`config.mk`:
```
export PLATFORM = sky130hd
export DESIGN_NAME = rca64
export DESIGN_NICKNAME = d
export VERILOG_FILES = /design/src/rtl/rca64.sv
export SDC_FILE = /design/constraint.sdc
export NUM_CORES = 1
export LEC_CHECK = 0
export ABC_CLOCK_PERIOD_IN_PS = 35900
export BUFFER_PORTS_ARGS = -buffer_cell sky130_fd_sc_hd__buf_4
export CAP_MARGIN = 20
export CORE_ASPECT_RATIO = 0.6
export CORE_MARGIN = 1
export CORE_UTILIZATION = 43
export CTS_CLUSTER_SIZE = 28
export DETAILED_ROUTE_END_ITERATION = 7
export GPL_ROUTABILITY_DRIVEN = 0
export PLACE_DENSITY = 0.88
export SYNTH_ARGS = -nofsm -noshare
export SYNTH_HDL_FRONTEND = slang
export SYNTH_SLANG_ARGS = --single-unit
```
`constraint.sdc`:
```
create_clock -name clk -period 35.9 [get_ports clk]
set_input_delay 1.795 -clock clk [delete_from_list [all_inputs] [get_ports clk]]
set_output_delay 1.795 -clock clk [all_outputs]
set_load 0.02 [all_outputs]
```
`src/rtl/rca64.sv`:
```
// rca64: 64-bit ripple-carry adder with a single output register stage.
// Serves as the slow baseline adder. The carry runs bit by bit from bit 0 up
// to bit 63, and that ripple is deliberately left as the critical path.
module rca64 (
    input  logic        clk,
    input  logic        rst,
    input  logic [63:0] a,
    input  logic [63:0] b,
    input  logic        carryInput,
    output logic [63:0] sum,
    output logic        carryOutput
);

    // carryChain[i] is the carry into bit i.
    // carryChain[64] is the carry out of the most significant cell.
    logic [64:0] carryChain;
    logic [63:0] sum_d;
    logic        carryOut_d;
    logic [63:0] sum_q;
    logic        carryOut_q;

    assign carryChain[0] = carryInput;

    // One full-adder cell per bit position. Each cell feeds its carry
    // straight into the next cell, with no lookahead or select logic.
    for (genvar i = 0; i < 64; i++) begin : gCell
        assign sum_d[i]          = a[i] ^ b[i] ^ carryChain[i];
        assign carryChain[i + 1] = (a[i] & b[i]) | (a[i] & carryChain[i]) | (b[i] & carryChain[i]);
    end

    assign carryOut_d = carryChain[64];

    // Capture the combinational result on every edge. Reset wins over capture.
    always_ff @(posedge clk) begin
        if (rst) begin
            sum_q      <= 64'd0;
            carryOut_q <= 1'b0;
        end else begin
            sum_q      <= sum_d;
            carryOut_q <= carryOut_d;
        end
    end

    assign sum         = sum_q;
    assign carryOutput = carryOut_q;

endmodule

```
[Yosys cells after proc, flatten, opt, wreduce, memory -nomap -nowiden]
Cells that the tools add are included.
Operators by class
  bitwise operators: 448
Operators with widths (number)
  1-bit bitwise AND: 192
  1-bit bitwise OR: 128
  1-bit bitwise XOR: 128
Word-level totals
  register bits after elaboration: 65
  input port bits: 131
  output and inout port bits: 65
  logic and storage cells: 450

[Depth between registers and ports, before layout]
Gate-level depths: netlist of the first run.
  depth after elaboration: 192
  mapped depth: 68
  depth with buffers taken out: 68

[Worst setup path before layout of the first run]
Ideal clock, no wire load.
  path kind: input to register
  from: input a[0]
  to: register sum_q[63], in the netlist sum[63]
  setup time: 64 ps
  data arrival time: 26112 ps
  data required time: 35836 ps
  slack: 9724 ps
  stages on the path: 68
  path buffers: 0
  cells stage by stage: inv_1 fa_1 inv_1 fa_1 fa_1 fa_1 fa_1 fa_1 fa_1 fa_1 fa_1 fa_1 fa_1 fa_1 fa_1 fa_1 fa_1 fa_1 [32 not listed] fa_1 fa_1 fa_1 fa_1 fa_1 fa_1 fa_1 fa_1 fa_1 fa_1 fa_1 fa_1 fa_1 fa_1 fa_1 inv_1 fa_1 nor2_1
On the way
  cells in the longest elaborated chain, start to end: 190
  elaborated cells on any way between the ends: 253
  those cells by class: bitwise (253)
Ends and longest elaborated chain
  from (decl): line 7  | input logic [63:0] a,
  1-bit bitwise AND: line 28  | assign carryChain[i + 1] = (a[i] & b[i]) | (a[i] & carryChain[i]) | (b[i] & carryChain[i]);
  1-bit bitwise OR (*) (2 in a row): line 28
  1-bit bitwise AND: line 28
  1-bit bitwise OR: line 28
  1-bit bitwise OR (*): line 28
  1-bit bitwise AND: line 28
  1-bit bitwise OR: line 28
  1-bit bitwise OR (*): line 28
  [173 not listed]
  1-bit bitwise OR (*): line 28
  1-bit bitwise AND: line 28
  1-bit bitwise OR: line 28
  1-bit bitwise OR (*): line 28
  1-bit bitwise AND: line 28
  1-bit bitwise OR: line 28
  1-bit bitwise OR (*): line 28
  1-bit bitwise XOR (*): line 27  | assign sum_d[i] = a[i] ^ b[i] ^ carryChain[i];
  to (signal assigned): line 39  | sum_q <= sum_d;
  to (decl): line 19  | logic [63:0] sum_q;
Every way passes the cells marked *; elsewhere a longest branch is shown, timed or not.
A chain may end at the register's enable or synchronous reset.

[Worst setup path in the final report of the first run]
Ends and elaborated chain as after synthesis.

==> results.txt, run 1 <==
----------------------------------------------------
[Outcome]
  Outcome ... finished with violations
  Violations in the final reports ... DRC

[Floorplan]
  X dimension of the die ... 111.6 um
  Initial standard-cell utilization of the core ... 45.42%
  Core footprint ... 0.006820 mm^2
  Number of rows in the core area ... 23
  Die height ... 67.75 um
  Io pins ... 196
  Die area ... 0.007559 mm^2

[Synthesis]
  Post-synth design cell area ... 0.003098 mm^2
  Count leader, synth ... sky130_fd_sc_hd__dfxtp_1
  Number of different library cells in the post-synthesis netlist ... 8
  Async set-or-reset flop fraction in the synthesized netlist ... 0%
  Synth cell count leaders ... sky130_fd_sc_hd__dfxtp_1 (65), sky130_fd_sc_hd__fa_1 (64), sky130_fd_sc_hd__nor2b_1 (55), sky130_fd_sc_hd__and2b_2 (7), sky130_fd_sc_hd__inv_1 (7)
  Cells after synthesis ... 208
  Net count after synthesis ... 403
  YS warnings ... 0
  Average footprint of a synthesized cell ... 14.89 um^2
  Number of enable flip-flop cells after synthesis ... 0
  Fraction of post-synthesis cell area in the top cell type by area ... 42.00%
  Main area contributors after synthesis ... sky130_fd_sc_hd__dfxtp_1 (42%), sky130_fd_sc_hd__fa_1 (41%), sky130_fd_sc_hd__nor2b_1 (11%)
  Post-synthesis sequential element count ... 65
  Cell taking the most area after synthesis ... sky130_fd_sc_hd__dfxtp_1
  Top flip-flop cell by instance count after synthesis ... sky130_fd_sc_hd__dfxtp_1
  Proportion of synthesized chip area in sequential cells ... 42.00%

[Global routing]
  Remaining global-route overflow ... 0
  Global-route wire length before repair ... 10.84 mm
  Initial antenna violation count ... 0
  Vias in the first global route ... 2280
  Largest net degree at the start of global routing ... 66
  Total routing resource utilization after global routing ... 19.61%

[Setup path]
  Slowest cell delay on critical path ... 0.43 ns
  Setup crit end kind ... register
  Library cell contributing the largest single delay on the critical path ... sky130_fd_sc_hd__fa_1
  Critical path data required time ... 36.15 ns
  Crit path max fanout ... 1
  Worst Setup Start Kind ... input pin
  Buffers & Inverters on Critical Path ... 4
  Kind of cell adding the most delay to the critical path ... adder cells
  Critical setup path kind ... in -> reg
  Crit-path most repeated cell ... sky130_fd_sc_hd__fa_1
  Worst endpoint data arrival time ... 27.29 ns

[Finish]
  Final Non-Filler Cells ... 499
  Post-synthesis to final-layout area growth ... 58.64%
  Share of cells above drive strength 1 ... 52.91%
  Final core utilization ... 72.06%
  Summed area of non-filler cells in the final layout ... 0.004915 mm^2
  Number of antenna diodes ... 0
  Filler cell count ... 506
  Multi-input gate area in the final layout ... 0.001698 mm^2
  FF+latch area ... 0.001301 mm^2
  Nets ... 602

[STA]
  Setup repair after global routing missed its margin ... false
  Final Setup Violations ... 0
  Final number of max-transition violations ... 0
  Final worst-path cycle share ... 75.34%
  Fin crit period ... 27.05 ns
  WHS ... 1.839 ns
  Minimum setup slack in the final design ... 8.853 ns
  Number of hold-slack violations in the final timing report ... 0
  Peak clock frequency supported by timing ... 36.97 MHz
  Total negative slack ... 0 ns
  Worst Max-Slew Pin Slew ... 0.6160 ns
  Remaining max-slew budget at the tightest pin ... 58.94%

[Clock tree]
  Longest Clk Path Bufs ... 2
  Htree depth ... 3
  Number of hold-repair buffers added at the cts stage ... 0
  CTS clk-pin slew, worst paths ... 0.06 ns
  TritonCTS clock tree ... yes
  Number of buffers inserted to repair setup after CTS ... 0
  Number of sinks handled by clock tree synthesis ... 65
  Clock Root Buffer ... sky130_fd_sc_hd__clkbuf_16
  Number of gates resized after cts ... 0
  Num CTS Buffers ... 9

[Hold path]
  Class of the tightest hold or removal check ... in -> reg

[Routing]
  Count of antenna-violating nets left after detailed routing ... 0
  Wire length per cell after detailed routing ... 14.07 um
  Detailed-route wire length ... 7.021 mm
  Detailed-route DRC error count ... 12
  Number of DRC violations after detailed-routing iteration 0 ... 89
  Post-DR vias/cell ... 4.329
  DR pass1 iterations ... 6
  Number of vias after detailed routing ... 2160

[Power and ir drop]
  Peak supply drop ... 0.02702 mV
  Leakage ... 2.316 nW
  Pwr Density ... 48.14 mW/mm^2
  Total Power Consumption ... 0.2366 mW

[Run]
  Maximum capacitance violations ... 0

[Place]
  Number of placed cells counting well taps ... 483
  DP HPWL ... 6.001 mm
  Placed Instance Area ... 0.004598 mm^2
  Pre-CTS setup slack ... 8.419 ns
  PortBufs ... 195

----------------------------------------------------
[layout make-up]
class / count / share of cell area, %
clock inverter: 4 / 1.018
tap: 87 / 2.215
timing repair buffer: 195 / 29.79
multi-input combinational: 129 / 34.55
inverter: 7 / 0.5346
clock buffer: 12 / 5.423
sequential: 65 / 26.48
[metal layers]
metal	track usage [%]	wire, um	up-vias
li1	-	-	1012
met3	7.899	617	2
met4	3.547	16	0
met5	0	0	-
met1	21.23	2509	1037
met2	37.34	3877	109
[where the power goes]
part | switching, mW | internal, mW | leakage, nW
Combinational | 0.0303 | 0.0335 | 1.62
Sequential | 0.00262 | 0.0819 | 0.542
Clock | 0.0291 | 0.0592 | 0.151
[state kept, by name (all words and copies together) (netlist names)]
signal	cells
sum	64
carryOutput	1
[final timing paths]
| kind | from | to | slack [ns] | depth (start not counted) |
|---|---|---|---|---|
| worst min-delay path | b[14] | sum[14]$_SDFF_PP0_ | 1.84 | 3 |
| worst max-delay path | a[0] | sum[63]$_SDFF_PP0_ | 8.85 | 69 |
[cell families after synthesis]
group	Yosys count	share of synthesized area, %
flops	65	42.00
simple gates	65	13.45
fa+ha+maj	64	41.36
buf+inv	14	3.190
[placed cells by master (no fill, tap or decap), drive strengths merged]
cell type,synthesis,routed
fa,64,64
inv,7,7
nor2b,55,55
dfxtp,65,65
and2b,7,7
clkinvlp,0,2
clkbuf,1,12
nor2,3,3
clkinv,0,1
bufinv,0,1
buf,6,195
No activity file was read; power rests on OpenSTA's default activity.
==> run 2: changes to the inputs <==
- ABC_CLOCK_PERIOD_IN_PS: 35900 -> 24200
- CORE_UTILIZATION: 43 -> 39
- PLACE_DENSITY: 0.88 -> 0.84
- clock period: 35.9 -> 24.2 ns (I/O delays scaled with it)
==> results.txt, run 2 (same netlist as run 1, synthesis figures left out) <==
----------------------------------------------------
[Finish]
  FF+latch area ... 0.001301 mm^2 (unchanged)
  Highest-count cells in the layout ignoring fill and taps ... sky130_fd_sc_hd__buf_4 (195), sky130_fd_sc_hd__dfxtp_1 (65), sky130_fd_sc_hd__fa_2 (60), sky130_fd_sc_hd__nor2b_1 (55), sky130_fd_sc_hd__clkbuf_16 (9) (was sky130_fd_sc_hd__buf_4 (195), sky130_fd_sc_hd__dfxtp_1 (65), sky130_fd_sc_hd__fa_1 (64), sky130_fd_sc_hd__nor2b_1 (55), sky130_fd_sc_hd__clkbuf_16 (9))
  Filler cell count ... 542 (was 506)
  Number of antenna diodes ... 0 (unchanged)
  Multi-input gate area in the final layout ... 0.001848 mm^2 (was 0.001698 mm^2)
  Flip-flop count of the largest register after layout ... 64 (unchanged)
  Share of cells above drive strength 1 ... 67.32% (was 52.91%)
  Post-synthesis to final-layout area growth ... 63.77% (was 58.64%)
  Final core utilization ... 67.85% (was 72.06%)
  Commonest non-fill, non-tap cell in the layout ... sky130_fd_sc_hd__buf_4 (unchanged)
  Nets ... 602 (unchanged)

[Hold path]
  Class of the tightest hold or removal check ... in -> reg (unchanged)
  Worst Hold Path Cells ... 3 (unchanged)
  Worst Hold Endpoint ... sum[62]$_SDFF_PP0_ (was sum[14]$_SDFF_PP0_)
  Hold path startpoint ... b[62] (was b[14])

[Clock tree]
  Num CTS Buffers ... 9 (unchanged)
  TritonCTS clock tree ... yes (unchanged)
  Htree depth ... 3 (unchanged)
  CTS clk-pin slew, worst paths ... 0.05 ns (was 0.06 ns)
  Clock Root Buffer ... sky130_fd_sc_hd__clkbuf_16 (unchanged)
  Number of sinks handled by clock tree synthesis ... 65 (unchanged)
  Number of hold-repair buffers added at the cts stage ... 0 (unchanged)
  Longest Clk Path Bufs ... 2 (unchanged)

[Setup path]
  Worst endpoint data arrival time ... 24.09 ns (was 27.29 ns)
  Critical setup path kind ... in -> reg (unchanged)
  Crit-path most repeated cell ... sky130_fd_sc_hd__fa_2 (was sky130_fd_sc_hd__fa_1)
  Worst Setup Start Kind ... input pin (unchanged)
  Slowest cell delay on critical path ... 0.40 ns (was 0.43 ns)
  Crit path max fanout ... 1 (unchanged)
  Critical path data required time ... 24.45 ns (was 36.15 ns)
  Setup crit end kind ... register (unchanged)
  Library cell contributing the largest single delay on the critical path ... sky130_fd_sc_hd__fa_1 (unchanged)

[STA]
  Peak clock frequency supported by timing ... 41.94 MHz
  Final worst-path cycle share ... 98.53%
  Final Setup Violations ... 0 (unchanged)
  Fin crit period ... 23.84 ns
  Remaining max-slew budget at the tightest pin ... 58.39% (was 58.94%)
  Final number of max-transition violations ... 0 (unchanged)
  Number of hold-slack violations in the final timing report ... 0 (unchanged)
  Worst Max-Slew Pin Slew ... 0.6242 ns (was 0.6160 ns)
  Setup repair after global routing missed its margin ... true (was false)

[Global routing]
  Met3 Usage GRT ... 9.083% (was 7.899%)
  Vias in the first global route ... 2442 (was 2280)
  Total routing resource utilization after global routing ... 19.64% (was 19.61%)
  Initial antenna violation count ... 0 (unchanged)
  Global-route wire length before repair ... 11.72 mm (was 10.84 mm)
  Remaining global-route overflow ... 0 (unchanged)
  Met2 Use GR ... 35.70% (was 37.34%)
  GR Layer Usage met1 ... 20.15% (was 21.23%)
  Largest net degree at the start of global routing ... 66 (unchanged)
  Layer carrying the most global-route usage ... met2 (unchanged)

[Floorplan]
  Io pins ... 196 (unchanged)
  Number of rows in the core area ... 24 (was 23)
  Initial standard-cell utilization of the core ... 41.43% (was 45.42%)
  Core footprint ... 0.007477 mm^2 (was 0.006820 mm^2)
  Die height ... 71.04 um (was 67.75 um)
  X dimension of the die ... 117.1 um (was 111.6 um)
  Die area ... 0.008315 mm^2 (was 0.007559 mm^2)

[Routing]
  Number of DRC violations after detailed-routing iteration 0 ... 31 (was 89)
  Detailed-route DRC error count ... 0 (was 12)
  Wire length per cell after detailed routing ... 14.98 um (was 14.07 um)
  Post-DR vias/cell ... 4.208 (was 4.329)
  Number of vias after detailed routing ... 2163 (was 2160)
  DR pass1 iterations ... 4 (was 6)
  Count of antenna-violating nets left after detailed routing ... 0 (unchanged)
  Detailed-route wire length ... 7.701 mm (was 7.021 mm)

[Run]
  Maximum capacitance violations ... 0 (unchanged)

[Power and ir drop]
  Leakage ... 2.263 nW (was 2.316 nW)
  Pwr Density ... 69.99 mW/mm^2 (was 48.14 mW/mm^2)
  Total Power Consumption ... 0.3551 mW (was 0.2366 mW)
  Peak supply drop ... 0.03219 mV (was 0.02702 mV)

[Outcome]
  Outcome ... complete, no violations (was finished with violations)

[Place]
  DP HPWL ... 6.194 mm (was 6.001 mm)
  PortBufs ... 195 (unchanged)

----------------------------------------------------
## run 2: worst max-delay path, delay by kind of cell
kind / cells / cell delay [ns]
fa+ha+maj: 64 / 22.47
simple gates: 1 / 0.10
buf+inv: 4 / 0.29
## run 2: layer usage
layer / up-vias / routed length (um)
met1: 1037 / 2887
li1: 1010 / -
met2: 107 / 4074
met3: 9 / 656
met4: 0 / 82
met5: - / 0
## run 2: area by class of cell
cell class	count	area share [%]
timing repair buffer	195	28.85
tap	104	2.565
inverter	7	0.5179
multi-input combinational	129	36.42
clock inverter	2	0.7398
sequential	65	25.65
clock buffer	12	5.253
## run 2: worst max path at each step
stage | endpoint | start | slack (ns) | depth (start not counted)
after floorplan | sum[63]$_SDFF_PP0_ | a[0] | 0.01 | 68
after global placement | sum[63]$_SDFF_PP0_ | a[0] | -0.75 | 69
after detailed placement | sum[63]$_SDFF_PP0_ | a[0] | -1.12 | 69
after CTS | sum[63]$_SDFF_PP0_ | a[0] | 0.02 | 69
after global routing | sum[63]$_SDFF_PP0_ | a[0] | -0.22 | 69
final | sum[63]$_SDFF_PP0_ | a[0] | 0.36 | 69
## run 2: through the flow
step / area [um^2] / worst slack, ns / std cells / setup TNS (ns) / hold slack [ns]
finish: 5074 / 0.3550 / 514 / 0 / 1.267
global route: 5074 / -0.2166 / 514 / -0.2166 / 1.258
CTS: 5061 / 0.01756 / 514 / 0 / 1.252
detailed placement: 4707 / -1.119 / 500 / -3.397 / 1.582
global placement: 4707 / -0.7487 / 500 / -1.817 / 1.575
floorplan: 3186 / 0.01135 / 208 / 0 / 1.424
## run 2: repair_timing
action                                  CTS  global route
hold endpoints to repair                  0             0
endpoints found under the setup margin    4             3
gates cloned                              0             0
setup buffers                             0             0
gates resized for setup                  20             5
pin swaps                                 3             4
## run 2: power by group
group / leakage [nW] / switching [mW] / internal [mW]
Sequential: 0.542 / 0.00401 / 0.122
Clock: 0.147 / 0.0419 / 0.0868
Combinational: 1.57 / 0.0479 / 0.0529
==> run 3: changes to the inputs <==
- CORE_UTILIZATION: 39 -> 40
- CTS_BUF_LIST: default -> sky130_fd_sc_hd__clkbuf_8
- PLACE_DENSITY: 0.84 -> 0.86
==> results.txt, run 3 (same netlist as run 1, synthesis figures left out) <==
----------------------------------------------------
[Outcome]
  Outcome ... complete, no violations (unchanged)

[Setup path]
  Critical path data required time ... 24.46 ns (was 24.45 ns)
  Worst endpoint data arrival time ... 23.97 ns (was 24.09 ns)
  Critical path capture point ... sum[63]$_SDFF_PP0_ (unchanged)
  Library cell contributing the largest single delay on the critical path ... sky130_fd_sc_hd__fa_1 (unchanged)
  Slowest cell delay on critical path ... 0.40 ns (about the same)
  Worst Setup Start Kind ... input pin (unchanged)
  Setup crit end kind ... register (unchanged)
  CP startpoint ... a[0] (unchanged)
  Crit path max fanout ... 1 (unchanged)
  Critical setup path kind ... in -> reg (unchanged)
  Crit-path most repeated cell ... sky130_fd_sc_hd__fa_2 (unchanged)

[Finish]
  Number of antenna diodes ... 0 (unchanged)
  Commonest non-fill, non-tap cell in the layout ... sky130_fd_sc_hd__buf_4 (unchanged)
  Final Non-Filler Cells ... 516 (was 514)
  Post-synthesis to final-layout area growth ... 61.11% (was 63.77%)
  Final core utilization ... 67.56% (was 67.85%)
  Highest-count cells in the layout ignoring fill and taps ... sky130_fd_sc_hd__buf_4 (195), sky130_fd_sc_hd__dfxtp_1 (65), sky130_fd_sc_hd__fa_2 (61), sky130_fd_sc_hd__nor2b_1 (55), sky130_fd_sc_hd__clkbuf_8 (9) (was sky130_fd_sc_hd__buf_4 (195), sky130_fd_sc_hd__dfxtp_1 (65), sky130_fd_sc_hd__fa_2 (60), sky130_fd_sc_hd__nor2b_1 (55), sky130_fd_sc_hd__clkbuf_16 (9))
  Flip-flop count of the largest register after layout ... 64 (unchanged)
  Share of cells above drive strength 1 ... 67.72% (was 67.32%)
  Nets ... 602 (unchanged)

[Routing]
  Number of DRC violations after detailed-routing iteration 0 ... 71 (was 31)
  Number of vias after detailed routing ... 2189 (was 2163)
  Post-DR vias/cell ... 4.242 (was 4.208)
  Detailed-route DRC error count ... 0 (unchanged)
  Detailed-route wire length ... 7.465 mm (was 7.701 mm)
  DR pass1 iterations ... 4 (unchanged)
  Count of antenna-violating nets left after detailed routing ... 0 (unchanged)
  Wire length per cell after detailed routing ... 14.47 um (was 14.98 um)

[Global routing]
  Initial antenna violation count ... 0 (unchanged)
  Total routing resource utilization after global routing ... 18.98% (was 19.64%)
  Remaining global-route overflow ... 0 (unchanged)
  Global-route wire length before repair ... 11.28 mm (was 11.72 mm)
  Largest net degree at the start of global routing ... 66 (unchanged)
  Vias in the first global route ... 2379 (was 2442)

[STA]
  Final Setup Violations ... 0 (unchanged)
  Fin crit period ... 23.71 ns (was 23.84 ns)
  Number of hold-slack violations in the final timing report ... 0 (unchanged)
  Peak clock frequency supported by timing ... 42.18 MHz (was 41.94 MHz)
  Final number of max-transition violations ... 0 (unchanged)
  Worst Max-Slew Pin Slew ... 0.6438 ns (was 0.6242 ns)
  Total negative slack ... 0 ns (unchanged)
  Remaining max-slew budget at the tightest pin ... 57.08% (was 58.39%)
  Final worst-path cycle share ... 97.97% (was 98.53%)

[Clock tree]
  Number of sinks handled by clock tree synthesis ... 65 (unchanged)
  Htree depth ... 3 (unchanged)
  Number of hold-repair buffers added at the cts stage ... 0 (unchanged)
  TritonCTS clock tree ... yes (unchanged)
  Clock Root Buffer ... sky130_fd_sc_hd__clkbuf_8 (was sky130_fd_sc_hd__clkbuf_16)
  CTS clk-pin slew, worst paths ... 0.07 ns (was 0.05 ns)
  Longest Clk Path Bufs ... 2 (unchanged)
  Num CTS Buffers ... 9 (unchanged)

[Floorplan]
  Die area ... 0.008113 mm^2 (was 0.008315 mm^2)
  Io pins ... 196 (unchanged)
  Number of rows in the core area ... 24 (unchanged)
  X dimension of the die ... 115.6 um (was 117.1 um)
  Die height ... 70.17 um (was 71.04 um)
  Initial standard-cell utilization of the core ... 41.94% (was 41.43%)
  Core footprint ... 0.007387 mm^2 (was 0.007477 mm^2)

[Power and ir drop]
  Sequential power share ... 38.5% (was 35.4%)
  Leakage ... 2.224 nW (was 2.263 nW)
  Total Power Consumption ... 0.3251 mW (was 0.3551 mW)
  Internal power ... 0.2322 mW (was 0.2613 mW)
  Proportion of power drawn by combinational gates ... 31.0% (was 28.4%)
  Peak supply drop ... 0.02734 mV (was 0.03219 mV)
  Pwr Density ... 65.15 mW/mm^2 (was 69.99 mW/mm^2)
  Clock power share ... 30.5% (was 36.3%)
  Total net switching power ... 0.09297 mW (was 0.09383 mW)
  Sw Ratio ... 28.59% (was 26.42%)

[Run]
  Maximum capacitance violations ... 0 (unchanged)

[Hold path]
  Class of the tightest hold or removal check ... in -> reg (unchanged)

[Place]
  PortBufs ... 195 (unchanged)
  DP HPWL ... 6.262 mm (was 6.194 mm)
  Number of placed cells counting well taps ... 500 (unchanged)

----------------------------------------------------
## run 3: cell count changes in the layout (fill, tap and decap cells not counted), sizes merged
cell	previous run	this run
bufinv	1	2
clkbuf	12	9
clkinv	0	4
## run 3: worst min path at each step
stage | start | endpoint | slack [ns] | depth (start not counted)
floorplan | rst | sum[56]$_SDFF_PP0_ | 1.42 | 2
global placement | b[7] | sum[7]$_SDFF_PP0_ | 1.58 | 3
detailed placement | b[14] | sum[14]$_SDFF_PP0_ | 1.58 | 3
CTS | b[1] | sum[1]$_SDFF_PP0_ | 1.24 | 3
global route | b[32] | sum[32]$_SDFF_PP0_ | 1.27 | 3
finish | carryInput | sum[0]$_SDFF_PP0_ | 1.28 | 4
## run 3: critical path: cells and delay by family
kind | cells | cell delay [ns]
buf+inv | 4 | 0.30
fa+ha+maj | 64 | 22.29
simple gates | 1 | 0.11
## run 3: what timing repair did
item,in CTS,in global routing
setup buffers,0,0
pin swaps,3,3
gates resized for setup,18,8
setup endpoints to repair,4,3
## run 3: area by class of cell
type / instances / area (um^2)
clock buffers: 9 / 123.9
clock inverters: 7 / 95.09
fillers: 565 / 2396
inverters: 7 / 26.28
multi-input cells: 129 / 1851
flip-flops and latches: 65 / 1301
well taps: 104 / 130.1
repair buffers: 195 / 1464
## run 3: power groups by stage
stage | logic [mW] | registers (mW) | clock network, mW
detailed placement | 0.0995 | 0.128 | 0
global placement | 0.0965 | 0.127 | 0
floorplan | 0.0287 | 0.146 | 0
finish | 0.101 | 0.125 | 0.0990
CTS | 0.102 | 0.125 | 0.102
global route | 0.111 | 0.126 | 0.107
## run 3: through the flow
stage | cell area, um^2 | setup WS (ns) | hold WS [ns]
final | 4991 | 0.4913 | 1.278
after global placement | 4707 | -0.7228 | 1.577
after floorplan | 3186 | 0.01135 | 1.424
after global routing | 4991 | -0.01981 | 1.268
after detailed placement | 4707 | -1.141 | 1.582
after CTS | 4971 | 0.03018 | 1.238
## run 3: metal layers
| layer | share of wire (%) | global-route usage [%] | vias up |
|---|---|---|---|
| met3 | 11 | 8.073 | 7 |
| met1 | 36 | 20.06 | 1056 |
| met2 | 53 | 34.20 | 115 |
| li1 | - | - | 1011 |
| met4 | 1.0 | 5.698 | 0 |
| met5 | 0 | 0 | - |
